### src/rtl/dmem_param.sv
// Parameterised single-port data memory with byte-lane writes, base-window
// decode, sticky miss flag and registered 1-cycle read path.
// Optional power-on clearing is enabled by defining DMEM_CLEAR_EN; without it
// INIT lasts a single cycle and the array powers up undefined.
module dmem_param #(
    parameter int unsigned DATA_WIDTH   = 32,
    parameter int unsigned DEPTH_LOG2   = 5,
    parameter int unsigned ADDR_WIDTH   = 32,
    parameter int unsigned BASE_ADDRESS = 0
) (
    input  logic                      clk,
    input  logic                      reset_n,
    input  logic                      req,
    input  logic                      we,
    input  logic [DATA_WIDTH/8-1:0]   be,
    input  logic [ADDR_WIDTH-1:0]     addr,
    input  logic [DATA_WIDTH-1:0]     wdata,
    output logic                      ready,
    output logic                      rvalid,
    output logic [DATA_WIDTH-1:0]     rdata,
    output logic                      err,
    input  logic                      err_clr
);

    localparam int unsigned NB    = DATA_WIDTH / 8;
    localparam int unsigned LB    = $clog2(NB);
    localparam int unsigned WIN   = DEPTH_LOG2 + LB;
    localparam int unsigned DEPTH = 2 ** DEPTH_LOG2;
    localparam int unsigned TAGW  = ADDR_WIDTH - WIN;

    localparam logic [TAGW-1:0] BASE_TAG = TAGW'(BASE_ADDRESS);

    typedef enum logic {
        INIT = 1'b0,
        IDLE = 1'b1
    } state_t;

    state_t                 state;
    logic [DATA_WIDTH-1:0]  mem [DEPTH];

`ifdef DMEM_CLEAR_EN
    logic [DEPTH_LOG2-1:0]  init_cnt;
`endif

    logic                   accept_c;
    logic                   hit_c;
    logic [DEPTH_LOG2-1:0]  offset_c;

    // Request decode: acceptance, window hit and word offset
    assign accept_c = req && ready;
    assign hit_c    = (addr[ADDR_WIDTH-1:WIN] == BASE_TAG) && (addr[LB-1:0] == '0);
    assign offset_c = addr[WIN-1:LB];

    // Control FSM, read return path and sticky error flag
    always_ff @(posedge clk or negedge reset_n) begin
        if (!reset_n) begin
            state  <= INIT;
            ready  <= 1'b0;
            rvalid <= 1'b0;
            rdata  <= '0;
            err    <= 1'b0;
`ifdef DMEM_CLEAR_EN
            init_cnt <= '0;
`endif
        end else begin
            rvalid <= 1'b0;
            // a new miss wins over a simultaneous clear
            err    <= (accept_c && !hit_c) || (err && !err_clr);
            case (state)
                INIT: begin
`ifdef DMEM_CLEAR_EN
                    init_cnt <= init_cnt + DEPTH_LOG2'(1);
                    if (init_cnt == '1) begin
                        state <= IDLE;
                        ready <= 1'b1;
                    end
`else
                    state <= IDLE;
                    ready <= 1'b1;
`endif
                end
                IDLE: begin
                    if (accept_c && !we) begin
                        rvalid <= 1'b1;
                        rdata  <= hit_c ? mem[offset_c] : '0;
                    end
                end
                default: begin
                    state <= INIT;
                    ready <= 1'b0;
                end
            endcase
        end
    end

    // Storage array: init clearing and byte-lane writes, never reset
    always_ff @(posedge clk) begin
`ifdef DMEM_CLEAR_EN
        if (state == INIT) begin
            mem[init_cnt] <= '0;
        end
`endif
        if (accept_c && we && hit_c) begin
            for (int i = 0; i < int'(NB); i++) begin
                if (be[i]) begin
                    mem[offset_c][8*i +: 8] <= wdata[8*i +: 8];
                end
            end
        end
    end

endmodule

### config.mk
export PLATFORM = sky130hd
export DESIGN_NAME = dmem_param
export DESIGN_NICKNAME = d
export VERILOG_FILES = /design/src/rtl/dmem_param.sv
export SDC_FILE = /design/constraint.sdc
export NUM_CORES = 1
export LEC_CHECK = 0
export BUFFER_PORTS_ARGS = -buffer_cell sky130_fd_sc_hd__buf_2
export CAP_MARGIN = 20
export CORE_MARGIN = 8
export CORE_UTILIZATION = 36
export CTS_BUF_LIST = sky130_fd_sc_hd__clkbuf_16
export CTS_CLUSTER_DIAMETER = 200
export DETAILED_ROUTE_END_ITERATION = 12
export PLACE_DENSITY = 0.58
export SLEW_MARGIN = 20
export SYNTH_ARGS = -nofsm -noshare
export SYNTH_HDL_FRONTEND = slang
export SYNTH_SLANG_ARGS = --single-unit
export TNS_END_PERCENT = 5
### constraint.sdc
create_clock -name clk -period 2.1 [get_ports clk]
set_clock_uncertainty 0.2 [all_clocks]
set_input_delay 0.315 -clock clk [delete_from_list [all_inputs] [get_ports clk]]
set_output_delay 0.315 -clock clk [all_outputs]
set_load 0.01 [all_outputs]
==> flow_metrics.env <==
export IMPL_syn_instance_count=2108
export IMPL_synthXorXnorAreaFrac=0
export IMPL_fp_dieW_um=354
export IMPL_cts_sinks=1060
export IMPL_synth_compound_area_frac=0.0437
export IMPL_power_w=0.0440
export IMPL_overflow=0
export IMPL_nFillCells=9833
export IMPL_p_comb_frac=0.048
export IMPL_grt_pass1_wl_mm=169
export IMPL_intPower_w=0.0349
export IMPL_yosysSeqAreaShare=0.769
export IMPL_clockBufferDepth=3
export IMPL_initial_utilization=0.361
export IMPL_rrSetupSlack_ns=0.06
export IMPL_via_per_inst=5.38
export IMPL_grt_pass1_vias=23456
export IMPL_grtUsageTotal=0.184
export IMPL_die_area_um2=125000
export IMPL_htreeDepth=3
export IMPL_worstPathArrival_ns=2.41
export IMPL_ys_seq_elements=1060
export IMPL_cpMaxStageDelayCell="a221oi_1"
export IMPL_path_max_fanout=14
export IMPL_multi_input_area_um2=8790
export IMPL_p_leak_nw=17.1
export IMPL_crit_required_ns=2.46
export IMPL_yosys_area_top_type="edfxtp_1"
export IMPL_synth_edf_count=1024
export IMPL_cp_end_kind="register"
export IMPL_cts_buffers=108
export IMPL_fmax_ghz=0.489
export IMPL_cts_clk_slew_worst_paths_ns=0.06
export IMPL_worstHoldStart="wdata[22]"
export IMPL_synthSimpleGateAreaFrac=0.0352
export IMPL_r2r_start="ready"
export IMPL_start_kind="input pin"
export IMPL_cts_root_buf="clkbuf_16"
export IMPL_drive_gt1_frac=0.347
export IMPL_cp_cell_sequence="buf_2, buf_4, nand4bb_1, buf_4, o22ai_1, a221oi_1, buf_4, nand3_1, o31ai_2"
export IMPL_drt_iter0_drc=2536
export IMPL_r2r_end="mem[5][17]"
export IMPL_fin_crit_ns=2.05
export IMPL_p_clk_frac=0.425
export IMPL_setup_viol=0
export IMPL_finalWeightedCongestion=0.916
export IMPL_powerDensity_nw_per_um2=874
export IMPL_dp_hpwl_mm=81.7
export IMPL_slew_headroom=0.312
export IMPL_pwr_share_seq=0.527
export IMPL_cpPeakStageDelay_ns=0.45
export IMPL_ys_top_cells_by_area="edfxtp_1 (75%), mux4_2 (6.8%), mux2i_1 (4.1%)"
export IMPL_yosysTopAreaCellShare=0.747
export IMPL_synth_ff_type="edfxtp_1"
export IMPL_rr_worst_depth=7
export IMPL_outcome="finished clean"
export IMPL_cts_tree="done"
export IMPL_synth_area_um2=41100
export IMPL_fp_row_count=124
export IMPL_grt_max_degree=46
export IMPL_coreArea_um2=114000
export IMPL_yosys_warnings=0
export IMPL_final_max_slew_viol_count=0
export IMPL_regArea_um2=31700
export IMPL_insertion_delay_ns=0.67
export IMPL_worstHoldPathCells=1
export IMPL_synthAdderAreaFrac=0
export IMPL_avgSynthCellArea_um2=19.5
export IMPL_die_y_um=354
export IMPL_drc=0
export IMPL_rsz0062_at_grt="true"
export IMPL_peakVddDrop_mv=0.694
export IMPL_p_sw_w=0.00910
export IMPL_finalHoldViolCount=0
export IMPL_tightestPinTransition_ns=1.03
export IMPL_synth_top_family_by_area="multiplexers"
export IMPL_crit_top_cell="buf_4"
export IMPL_drt_antenna_violating_nets=0
export IMPL_min_to="mem[23][22]"
export IMPL_final_util=0.442
export IMPL_synth_distinct_cells=53
export IMPL_switching_share=0.207
export IMPL_synthArstFlopShare=0.0340
export IMPL_syn_to_final_growth_pct=22.4
export IMPL_worstSetupPathType="in2reg"
export IMPL_wl_mm=119
export IMPL_post_route_period_util=0.975
export IMPL_hp_class="in2reg"
export IMPL_cap_violations=0
export IMPL_via_count=22919
export IMPL_wl_per_cell_um=27.9
export IMPL_syn_nets=2181
export IMPL_muxShareOfSynthArea=0.132
export IMPL_ioPinCount=108
export IMPL_antenna_found_initial=6
export IMPL_fin_nets=2724
export IMPL_io_buffer_count=107
export IMPL_dr_pass1_iters=6
synthesized netlist by cell type (all sizes together), types with 2 or more instances:
library cell and count:
o22ai 103, o2bb2ai 2, nand4b 3, clkbuf 32
edfxtp 1024, nand2b 5, or4b 4, mux2i 169
mux2 83, nand4bb 3, nor2b 16, a21oi 8
a22o 4, a221oi 39, buf 86, nand2 74
and3 2, a32o 2, nor4 7, nand3 16
mux4 124, inv 2, a211oi 18, nand4 19
dfrtp 36, nor2 148, nor3 8, o31ai 29
a22oi 31
worst max-delay path by stage:
stage | slack [ns] | cells after the start | endpoint | from
6_report | 0.05 | 9 | rdata[24] | addr[5]
5_1_grt | -0.05 | 7 | mem[5][16] | ready
4_1_cts | 0.04 | 4 | rdata[4] | reset_n
3_5_place_dp | -0.50 | 9 | rdata[24] | addr[5]
3_3_place_gp | -0.51 | 9 | mem[23][18] | addr[17]
2_1_floorplan | -0.26 | 6 | mem[10][0] | addr[17]
routing by layer:
metal,vias up,GRT usage,part of all wire
li1,9741,-,-
met1,11968,0.247,0.41
met2,1017,0.300,0.48
met3,191,0.0390,0.082
met4,2,0.0578,0.031
met5,-,0,0.00010
cell usage in the layout, fill, tap and decap left out, types with 4 or more instances in the layout:
cell           instances
nor2_4                 4
clkinvlp_4             6
edfxtp_1            1024
bufinv_16             11
mux4_2               124
buf_12                40
nand2_1               72
a211oi_1              17
nand3_1               16
dfrtp_1               36
nor4_1                 6
inv_1                 23
nor2_1               122
nor2b_1               16
clkbuf_16            111
mux2i_1              168
a22o_1                 4
diode_2                4
buf_2                105
nand2b_1               4
a221oi_1              38
clkinv_2              22
o31ai_2               14
or4b_1                 4
mux2_2                83
a22oi_1               31
nand4_1               19
o22ai_1              103
nor3_1                 4
a21oi_1                8
o31ai_1               15
dlygate4sd3_1         15
buf_6                 25
nor2_2                22
clkinv_1              26
buf_4                365
stage by stage:
step	hold slack [ns]	area, µm²	setup TNS, ns	setup WS [ns]	std cells
after floorplan	-0.181	41200	-244.07	-0.257	2108
after global placement	0.146	46600	-390.19	-0.507	4037
after detailed placement	0.143	46600	-386.06	-0.500	4037
after CTS	0.00653	50200	0	0.0416	4253
after global routing	0.0269	50300	-2.75	-0.0454	4253
final	0.0238	50300	0	0.0531	4257
cell type report:
cell class	instances	share of cell area
clock buffers	111	0.0552
clock inverters	89	0.0138
inverters	3	0.000224
well taps	1512	0.0376
multi-input cells	927	0.175
diodes	4	0.000199
flip-flops and latches	1060	0.629
repair buffers	551	0.0897
cell families (layout without fill, tap and decap cells):
logic type,Yosys count,count (layout)
flops,1060,1060
mux,376,376
simple gates,310,310
compound gates,240,240
buf+inv,121,754
other cells,1,5
power groups by stage:
stage          Combinational [W]  Clock (W)  Sequential [W]
2_1_floorplan           0.000930          0          0.0236
3_3_place_gp             0.00206          0          0.0236
3_5_place_dp             0.00209          0          0.0236
4_1_cts                  0.00212     0.0190          0.0232
5_1_grt                  0.00221     0.0198          0.0232
6_report                 0.00211     0.0187          0.0232
worst max-delay path: cells and delay by family:
family | cells | cell delay, ns
buffers and inverters | 4 | 0.86
and+or+nand+nor | 2 | 0.47
AOI/OAI and AO/OA | 3 | 0.75
state kept, by name, indices dropped and copies added, names as in the netlist:
| register | count |
|---|---|
| ready | 1 |
| mem | 1024 |
| rvalid | 1 |
| err | 1 |
| state | 1 |
| rdata | 32 |
what timing repair did:
action / in CTS / in global routing
hold buffers: 16 / 0
buffers inserted: 0 / 1
gates resized for setup: 0 / 45
setup endpoints to repair: 0 / 595
endpoints found under the hold margin: 260 / 0
(Power assumes the default switching activity.)
